File: config.mk
export PLATFORM = sky130hd
export DESIGN_NAME = uart_word_interface
export DESIGN_NICKNAME = d
export VERILOG_FILES = /design/src/rtl/uart_word_interface_pkg.sv /design/src/rtl/uart_word_serializer.sv /design/src/rtl/uart_word_interface.sv
export SDC_FILE = /design/constraint.sdc
export NUM_CORES = 1
export LEC_CHECK = 0
export CORE_MARGIN = 1
export CORE_UTILIZATION = 55
export DETAILED_ROUTE_END_ITERATION = 12
export HOLD_SLACK_MARGIN = 0.05
export PLACE_DENSITY = 0.85
export SYNTH_ARGS = -nofsm -noshare
export SYNTH_HDL_FRONTEND = slang
export SYNTH_SLANG_ARGS = --single-unit
File: constraint.sdc
create_clock -name clk -period 3.5 [get_ports clk]
set_input_delay 0.525 -clock clk [delete_from_list [all_inputs] [get_ports clk]]
set_output_delay 0.525 -clock clk [all_outputs]
set_load 0.02 [all_outputs]
File: src/rtl/uart_word_interface_pkg.sv
// Shared constants for the UART word interface: default byte width,
// TX serializer state encoding and a ceil-log2 helper for sizing counters.
package uart_word_interface_pkg;

   localparam int NB_BYTE = 8;

   localparam logic [1:0] ST_IDLE   = 2'b00;
   localparam logic [1:0] ST_SEND   = 2'b01;
   localparam logic [1:0] ST_WAIT   = 2'b10;
   localparam logic [1:0] ST_FINISH = 2'b11;

   function automatic int clog2(input int value);
      int res;
      int v;
      res = 0;
      v   = value - 1;
      while (v > 0) begin
         res = res + 1;
         v   = v >> 1;
      end
      return res;
   endfunction

   function automatic int clog2_min1(input int value);
      int res;
      res = clog2(value);
      return (res < 1) ? 1 : res;
   endfunction

endpackage

File: src/rtl/uart_word_serializer.sv
// TX path: latches one word and hands it to the UART transmitter byte by
// byte, LSB first, advancing on each transmitter done pulse.
module uart_word_serializer
   import uart_word_interface_pkg::*;
#(
   parameter int NB_WORD = 32,
   parameter int NB_BYTE = uart_word_interface_pkg::NB_BYTE
) (
   input  logic               clk,
   input  logic               i_reset,
   input  logic [NB_WORD-1:0] i_tx_word,
   input  logic               i_tx_word_valid,
   output logic               o_tx_word_ready,
   output logic               o_tx_start,
   output logic [NB_BYTE-1:0] o_tx_data,
   input  logic               i_tx_done,
   output logic               o_tx_word_done
);

   localparam int NB_BYTES = NB_WORD / NB_BYTE;
   localparam int IDX_W    = clog2_min1(NB_BYTES);
   localparam logic [IDX_W-1:0] LAST_IDX = IDX_W'(NB_BYTES - 1);

   logic [1:0]         state_q, state_d;
   logic [NB_WORD-1:0] word_q, word_d;
   logic [IDX_W-1:0]   idx_q, idx_d;
   logic [NB_BYTE-1:0] byte_s;

   // Next-state logic for the serializer FSM.
   always_comb begin
      state_d = state_q;
      word_d  = word_q;
      idx_d   = idx_q;
      case (state_q)
         ST_IDLE: begin
            if (i_tx_word_valid) begin
               word_d  = i_tx_word;
               idx_d   = '0;
               state_d = ST_SEND;
            end else begin
               state_d = ST_IDLE;
            end
         end
         ST_SEND: begin
            state_d = ST_WAIT;
         end
         ST_WAIT: begin
            if (i_tx_done) begin
               if (idx_q == LAST_IDX) begin
                  state_d = ST_FINISH;
               end else begin
                  idx_d   = idx_q + IDX_W'(1);
                  state_d = ST_SEND;
               end
            end else begin
               state_d = ST_WAIT;
            end
         end
         ST_FINISH: begin
            state_d = ST_IDLE;
         end
         default: begin
            state_d = ST_IDLE;
         end
      endcase
   end

   // Byte selector; held stable while waiting on the transmitter.
   always_comb begin
      byte_s = '0;
      for (int b = 0; b < NB_BYTES; b++) begin
         if (idx_q == IDX_W'(b)) begin
            byte_s = word_q[b*NB_BYTE +: NB_BYTE];
         end else begin
            byte_s = byte_s;
         end
      end
   end

   // State, latched word and byte index registers.
   always_ff @(posedge clk or negedge i_reset) begin
      if (!i_reset) begin
         state_q <= ST_IDLE;
         word_q  <= '0;
         idx_q   <= '0;
      end else begin
         state_q <= state_d;
         word_q  <= word_d;
         idx_q   <= idx_d;
      end
   end

   assign o_tx_word_ready = (state_q == ST_IDLE);
   assign o_tx_start      = (state_q == ST_SEND);
   assign o_tx_word_done  = (state_q == ST_FINISH);
   assign o_tx_data       = byte_s;

endmodule

File: src/rtl/uart_word_interface.sv
// Word-level front end for a byte UART: RX byte assembly with an inter-byte
// timeout, and a TX serializer sub-module.
module uart_word_interface
   import uart_word_interface_pkg::*;
#(
   parameter int NB_WORD        = 32,
   parameter int NB_BYTE        = uart_word_interface_pkg::NB_BYTE,
   parameter int TIMEOUT_CYCLES = 4_500_000
) (
   input  logic               clk,
   input  logic               i_reset,
   input  logic               i_rx_done,
   input  logic [NB_BYTE-1:0] i_rx_data,
   output logic [NB_WORD-1:0] o_rx_word,
   output logic               o_rx_word_valid,
   output logic               o_rx_error,
   input  logic [NB_WORD-1:0] i_tx_word,
   input  logic               i_tx_word_valid,
   output logic               o_tx_word_ready,
   output logic               o_tx_start,
   output logic [NB_BYTE-1:0] o_tx_data,
   input  logic               i_tx_done,
   output logic               o_tx_word_done
);

   localparam int NB_BYTES = NB_WORD / NB_BYTE;
   localparam int IDX_W    = clog2_min1(NB_BYTES);
   localparam int TO_W     = (TIMEOUT_CYCLES > 1) ? clog2_min1(TIMEOUT_CYCLES) : 1;
   localparam logic [IDX_W-1:0] LAST_IDX = IDX_W'(NB_BYTES - 1);
   // The expiring cycle is the one whose edge would take the counter to TIMEOUT_CYCLES-1.
   localparam logic [TO_W-1:0]  TO_LAST  = TO_W'((TIMEOUT_CYCLES > 1) ? TIMEOUT_CYCLES - 2 : 0);
   localparam bit               TO_EN    = (TIMEOUT_CYCLES != 0);

   logic [IDX_W-1:0]   rx_cnt_q, rx_cnt_d;
   logic [NB_WORD-1:0] rx_buf_q, rx_buf_d;
   logic [TO_W-1:0]    to_cnt_q, to_cnt_d;
   logic [NB_WORD-1:0] rx_word_q, rx_word_d;
   logic               rx_valid_q, rx_valid_d;
   logic               rx_err_q, rx_err_d;
   logic               expire_s;

   assign expire_s = TO_EN && (rx_cnt_q != '0) && (to_cnt_q == TO_LAST);

   // RX assembly and timeout; an arriving byte takes priority over expiry.
   always_comb begin
      rx_cnt_d   = rx_cnt_q;
      rx_buf_d   = rx_buf_q;
      to_cnt_d   = to_cnt_q;
      rx_word_d  = rx_word_q;
      rx_valid_d = 1'b0;
      rx_err_d   = 1'b0;
      if (i_rx_done) begin
         for (int b = 0; b < NB_BYTES; b++) begin
            if (rx_cnt_q == IDX_W'(b)) begin
               rx_buf_d[b*NB_BYTE +: NB_BYTE] = i_rx_data;
            end else begin
               rx_buf_d[b*NB_BYTE +: NB_BYTE] = rx_buf_q[b*NB_BYTE +: NB_BYTE];
            end
         end
         to_cnt_d = '0;
         if (rx_cnt_q == LAST_IDX) begin
            rx_word_d  = rx_buf_d;
            rx_valid_d = 1'b1;
            rx_cnt_d   = '0;
         end else begin
            rx_cnt_d = rx_cnt_q + IDX_W'(1);
         end
      end else if (expire_s) begin
         rx_cnt_d = '0;
         to_cnt_d = '0;
         rx_err_d = 1'b1;
      end else if (TO_EN && (rx_cnt_q != '0)) begin
         to_cnt_d = to_cnt_q + TO_W'(1);
      end else begin
         to_cnt_d = '0;
      end
   end

   // RX state and output registers.
   always_ff @(posedge clk or negedge i_reset) begin
      if (!i_reset) begin
         rx_cnt_q   <= '0;
         rx_buf_q   <= '0;
         to_cnt_q   <= '0;
         rx_word_q  <= '0;
         rx_valid_q <= 1'b0;
         rx_err_q   <= 1'b0;
      end else begin
         rx_cnt_q   <= rx_cnt_d;
         rx_buf_q   <= rx_buf_d;
         to_cnt_q   <= to_cnt_d;
         rx_word_q  <= rx_word_d;
         rx_valid_q <= rx_valid_d;
         rx_err_q   <= rx_err_d;
      end
   end

   assign o_rx_word       = rx_word_q;
   assign o_rx_word_valid = rx_valid_q;
   assign o_rx_error      = rx_err_q;

   uart_word_serializer #(
      .NB_WORD (NB_WORD),
      .NB_BYTE (NB_BYTE)
   ) u_serializer (
      .clk             (clk),
      .i_reset         (i_reset),
      .i_tx_word       (i_tx_word),
      .i_tx_word_valid (i_tx_word_valid),
      .o_tx_word_ready (o_tx_word_ready),
      .o_tx_start      (o_tx_start),
      .o_tx_data       (o_tx_data),
      .i_tx_done       (i_tx_done),
      .o_tx_word_done  (o_tx_word_done)
   );

endmodule

Word-level counts from Yosys, hierarchy flattened
Cells that the tools add are included.
{"block": "totals", "register_bits": 127, "latchBits": 0, "ramBits": 0, "mem_bits_ro": 0, "inputBits": 45, "output_inout_bits": 45, "elab_cells": 61, "mem_count": 0}
{"block": "op_classes", "addsub": 3, "n_mul": 0, "n_div": 0, "n_lt_le_gt_ge": 0, "eq_ne": 13, "n_shift": 0, "n_mux": 26, "bitwise_logic": 0, "n_reduce_logical": 10}
{"operator": "2-to-1 mux 23 bit", "count": 3}
{"operator": "2-to-1 mux 8 bit", "count": 8}
{"operator": "adder 23 x 1 -> 23 bit (second input constant)", "count": 1}
{"operator": "equality test 23 bit (second input constant)", "count": 1}
{"operator": "2-to-1 mux 2 bit", "count": 8}
{"operator": "equality test 2 bit (second input constant)", "count": 6}
{"operator": "case mux 2 bit (4 select lines)", "count": 1}
{"operator": "equality test 2 x 1 -> 1 bit (second input constant)", "count": 3}
{"operator": "logical NOT 2 bit", "count": 3}
{"operator": "!= test 2 bit (second input constant)", "count": 3}
{"operator": "nonzero test 2 bit", "count": 3}
{"operator": "2-to-1 mux 1 bit", "count": 5}
{"operator": "adder 2 x 1 -> 2 bit (second input constant)", "count": 2}
{"operator": "case mux 2 bit (2 select lines)", "count": 1}
{"operator": "AND reduction 2 bit", "count": 2}
{"operator": "AND reduction 4 bit", "count": 1}
{"operator": "logical AND 1 bit", "count": 1}

Depth between registers and ports, before layout
{"block": "depth", "depth_word": 5, "depth_mapped": 7, "depth_no_buf": 6}

Modules after synthesis
Synthesis repeated with hierarchy kept, for this count alone.
{"block": "unflattened", "cells_unflattened": 468, "area_unflattened_um2": 5565.3}
{"module": "uart_word_interface", "instances": 1, "cells_each": 334, "area_per_inst_um2": 3698.5, "seq_area_each_um2": 2077.0}
{"module": "uart_word_serializer", "instances": 1, "cells_each": 134, "area_per_inst_um2": 1866.8, "seq_area_each_um2": 900.9}

Worst setup path after synthesis
No wires, ideal clock.
{"block": "synth_timing", "path_type": "reg2out", "start": "register u_serializer.idx_q[0]", "end": "output port o_tx_data[6]", "arrival_time_ns": 1.696, "required_time_ns": 2.975, "slack_ns": 1.279, "path_stages_with_launch": 7, "cell_sequence": "dfrtp_1 > inv_1 > ha_1 > clkbuf_1 > clkbuf_1 > a21oi_1 > o21ai_0"}
{"block": "synth_via", "elab_chain_len": 5, "elab_cells_between_ends": 8, "cone_classes": "3 x eq/ne; 4 x mux; 1 x reduce/logical"}
{"item": "start: declaration", "line": "uart_word_serializer.sv:26", "text": "logic [IDX_W-1:0] idx_q, idx_d;"}
{"item": "start signal: assignment", "line": "uart_word_serializer.sv:89", "text": "idx_q <= idx_d;"}
{"item": "logical NOT 2 bit", "line": "uart_word_serializer.sv:72", "text": "if (idx_q == IDX_W'(b)) begin"}
{"item": "2-to-1 mux 8 bit (3 in series)", "line": "uart_word_serializer.sv:72"}
{"item": "2-to-1 mux 8 bit *", "line": "uart_word_serializer.sv:72"}
{"item": "end: declaration", "line": "uart_word_interface.sv:21", "text": "output logic [NB_BYTE-1:0] o_tx_data,"}
Every way passes the cells marked *; elsewhere a longest branch is shown, timed or not.

Final worst setup path
{"block": "layout_timing", "start": "register u_serializer.idx_q[1]", "end": "output port o_tx_data[4]"}
The elaborated chain is that of the path after synthesis.

==> run summary <==
YOSYS
--------------------------------------------------------------------------------------------
Number of cells produced by synthesis                                                    486
Main combinational cell family by area after synthesis                          multiplexers
Number of synthesized flops with an enable pin                                             0
Ys flop type                                                                    sky130_fd_sc_hd__dfrtp_1
Yosys synthesis warning count                                                              0
Multiplexer area fraction after synthesis                                              16.8%
Number of nets in the synthesized netlist                                                541
Leading cell types by count after synthesis                                     sky130_fd_sc_hd__dfrtp_1, sky130_fd_sc_hd__nand2_1, sky130_fd_sc_hd__mux2_2
Most numerous cell in the Yosys netlist                                         sky130_fd_sc_hd__dfrtp_1
Synth Cell Area                                                                  0.00542 mm2
Adder and majority cell fraction of the synthesized area                               2.31%
Share of flip-flops with an asynchronous set or reset                                   100%
Share of Yosys cell area claimed by the top area cell type                             54.9%
Dominant cell type by area after synthesis                                      sky130_fd_sc_hd__dfrtp_1
Post-synthesis share of cell area spent on xor and xnor gates                          1.94%
Library cells used by synthesis                                                           38
Number of synthesized register bits                                                      119
Basic-gate share of the synthesized area counting and, or, nand and nor cells          14.4%
Synth area leaders                                                              sky130_fd_sc_hd__dfrtp_1, sky130_fd_sc_hd__mux2_2, sky130_fd_sc_hd__nand2_1, sky130_fd_sc_hd__mux2i_1, sky130_fd_sc_hd__o21ai_0
Share of the yosys chip area belonging to registers                                    54.9%
Syn avg cell area                                                                   11.2 um2
Compound-gate portion of the synthesized area                                          7.09%

STA
--------------------------------------------------------------------------------------------
Worst slew pin tran                                                                   791 ps
Max transition margin                                                                  47.3%
Number of endpoints with negative hold slack in the final report                           0
Count of endpoints failing setup in the final report                                       0
Final Critical Period                                                                3230 ps
Post-route fraction of the period consumed by the critical path                        92.3%
Sum of negative setup slack                                                             0 ps
Clock tree skew after final layout                                                   8.29 ps
Max Clock Freq                                                                     0.309 GHz
Total count of max-transition violations in the final report                               0
Setup ws final                                                                        268 ps
Unrepaired setup endpoints after global routing                                           no

CTS
--------------------------------------------------------------------------------------------
Number of sinks driven by the clock tree                                                 119
CTS tree                                                                               built
Buffer cell driving the clock tree root                                         sky130_fd_sc_hd__clkbuf_8
Number of buffers inserted by hold repair at cts                                           0
Clock buffer count from CTS                                                               17
Buffers inserted during post-CTS setup optimization                                        0
Clock slew at the register clock pins of the worst setup and hold paths                60 ps
Clk Latency, worst-skew pair                                                          510 ps
Maximum root-to-sink buffer count                                                          2
Count of H-tree levels built during CTS                                                    4
Post-CTS resize count                                                                      0

FINAL LAYOUT
--------------------------------------------------------------------------------------------
Number of antenna cells inserted                                                           0
Share of cells above drive strength 1                                                  17.3%
Final instance count without filler cells                                                717
Area Overhead vs Synth                                                                 30.1%
Filler Cell Count                                                                        607
Area of the multi-input gates                                                    0.00231 mm2
Fin nets                                                                                 631
Sequential Area                                                                  0.00298 mm2
Final design utilization                                                               75.2%
Cell area after layout                                                           0.00705 mm2

CRITICAL PATH
--------------------------------------------------------------------------------------------
Critical path required time                                                          2970 ps
Crit-path max FO                                                                          16
Register-to-register path setup slack                                                1130 ps
CP Capture Type                                                                 primary output
Crit path buffers/inverters                                                                2
Worst flop-to-flop path startpoint                                               rx_cnt_q[0]
Data arrival time at the worst-slack endpoint                                        2710 ps
Most used cell, CP                                                              sky130_fd_sc_hd__a21oi_1
Worst Setup Start Kind                                                              register
Reg2reg path depth                                                                         7
Cells traversed along the worst timing path                                     inv_1 > ha_1 > nand3b_1 > a21oi_1 > a21oi_1 > o21ai_0 > clkdlybuf4s50_1
Largest stage delay on the critical path                                              650 ps
Highest-delay cell along the critical path                                      sky130_fd_sc_hd__clkdlybuf4s50_1
CP Class                                                                        register to primary output
Endpoint of the most critical register-to-register path                         to_cnt_q[20]
Cell family contributing the most delay on the critical path                    buffers and inverters

MIN PATH
--------------------------------------------------------------------------------------------
Worst Hold Class                                                                input pin to async pin

DETAILED ROUTING
--------------------------------------------------------------------------------------------
Post-route antenna net violation count                                                     0
Drt initial violations                                                                   284
Total length of routed wires                                                        12900 um
Detailed-routing iteration count for the pre-antenna-repair pass                           5
Post-route DRC violation count                                                             0
Via count of the routed design                                                          4116
Average wire length per cell after detail routing                                    18.0 um
Vias per inst                                                                           5.74

POWER
--------------------------------------------------------------------------------------------
Worst vdd rail ir drop                                                                536 uV
Standby leakage power                                                                3.03 nW
Power per cell area                                                               894 mW/mm2
Portion of total power attributed to sequential cells                                  35.7%
Cell-internal power                                                                  4.19 mW
Switching share of total power                                                         33.5%
Net switching power figure                                                           2.11 mW
Clock share of power                                                                   28.5%
Combinational cell fraction of total power                                             35.8%

GLOBAL ROUTE
--------------------------------------------------------------------------------------------
Via count of the first global-routing pass                                              4205
Initial antenna violation count                                                            0
Total congestion overflow                                                                  0
First-pass GRT wire length                                                          20900 um
Total Routing Usage GR                                                                 26.9%
Largest net degree at the start of global routing                                         62

PLACED DESIGN
--------------------------------------------------------------------------------------------
Pre-CTS setup slack                                                                   863 ps
Cell count after placement                                                               686
Standard cell area after detailed placement                                      0.00644 mm2
Number of port buffers                                                                    89
Routability Congestion                                                                 0.879
Half-perimeter wire length after detailed placement                                  8190 um

FLOORPLANNING
--------------------------------------------------------------------------------------------
Initial core utilization                                                               57.8%
Number of top-level pins                                                                  90
Horizontal die dimension                                                              101 um
Core footprint                                                                   0.00937 mm2
Die height                                                                            101 um
Overall die area                                                                  0.0103 mm2
Cell row count                                                                            35

STATUS
--------------------------------------------------------------------------------------------
Status                                                                          finished clean

FLOW RUN
--------------------------------------------------------------------------------------------
Max-cap viol count                                                                         0

==> per-layer routing <==
layer | global-route usage (%) | vias up | share of wire (%)
met4 | 11.4 | 0 | 2.6
li1 | - | 1873 | -
met1 | 34.7 | 2086 | 43
met3 | 4.83 | 28 | 4.1
met5 | 0 | - | 0
met2 | 45.1 | 129 | 50
==> layout make-up <==
| class | instances | area share [%] |
|---|---|---|
| clock buffer | 18 | 5.93 |
| clock inverter | 13 | 2.79 |
| inverter | 11 | 0.586 |
| multi-input combinational | 332 | 32.8 |
| sequential | 119 | 42.2 |
| tap | 129 | 2.29 |
| timing repair buffer | 95 | 13.4 |
==> power groups by stage <==
| stage | logic [mW] | clock network, mW | registers [mW] |
|---|---|---|---|
| floorplan | 1.21 | 0 | 2.35 |
| global placement | 2.15 | 0 | 2.22 |
| detailed placement | 2.22 | 0 | 2.25 |
| CTS | 2.27 | 1.82 | 2.24 |
| global route | 2.44 | 1.88 | 2.30 |
| finish | 2.26 | 1.80 | 2.25 |
==> logic make-up after synthesis <==
kind of cell / count (synthesis)
xor+xnor: 12
fa+ha+maj: 10
flops: 119
buf+inv: 35
simple gates: 156
mux: 84
compound gates: 70
==> worst max-delay path by stage <==
stage / startpoint / end / slack, ps / cells past startpoint
2_1_floorplan: u_serializer.idx_q[0] / o_tx_data[6] / 1280 / 6
5_1_grt: u_serializer.idx_q[1] / o_tx_data[6] / 90 / 7
3_5_place_dp: u_serializer.idx_q[1] / o_tx_data[4] / 860 / 7
6_report: u_serializer.idx_q[1] / o_tx_data[4] / 270 / 7
4_1_cts: u_serializer.idx_q[1] / o_tx_data[4] / 280 / 7
3_3_place_gp: u_serializer.idx_q[1] / o_tx_data[4] / 950 / 7
==> metrics by stage <==
stage / hold WS (ps) / power, mW
finish: 101 / 6.31
global placement: 464 / 4.36
detailed placement: 466 / 4.46
floorplan: 229 / 3.56
CTS: 115 / 6.33
global route: 161 / 6.62
==> state kept, by name, summed over array words and instances (netlist names) <==
signal	flops
rx_cnt_q	2
o_rx_error	1
u_serializer.state_q	2
u_serializer.word_q	32
rx_buf_q	24
u_serializer.idx_q	2
o_rx_word	32
to_cnt_q	23
o_rx_word_valid	1
==> cells in the final DEF (no fill, tap or decap), types with 5 or more instances in the layout <==
master	Yosys	final
sky130_fd_sc_hd__nand4_1	8	8
sky130_fd_sc_hd__dfrtp_1	119	119
sky130_fd_sc_hd__clkbuf_16	0	16
sky130_fd_sc_hd__or3_1	5	5
sky130_fd_sc_hd__xnor2_1	7	7
sky130_fd_sc_hd__xor2_1	5	5
sky130_fd_sc_hd__o31ai_1	6	5
sky130_fd_sc_hd__nor2_1	23	23
sky130_fd_sc_hd__inv_1	10	10
sky130_fd_sc_hd__nand3b_1	8	8
sky130_fd_sc_hd__o21ai_0	38	38
sky130_fd_sc_hd__buf_4	0	6
sky130_fd_sc_hd__mux2i_1	27	27
sky130_fd_sc_hd__mux2_2	56	56
sky130_fd_sc_hd__clkdlybuf4s50_1	0	88
sky130_fd_sc_hd__ha_1	10	10
sky130_fd_sc_hd__nand2_1	78	78
sky130_fd_sc_hd__nand3_1	8	8
sky130_fd_sc_hd__a21oi_1	21	21
(Power assumes the default switching activity.)
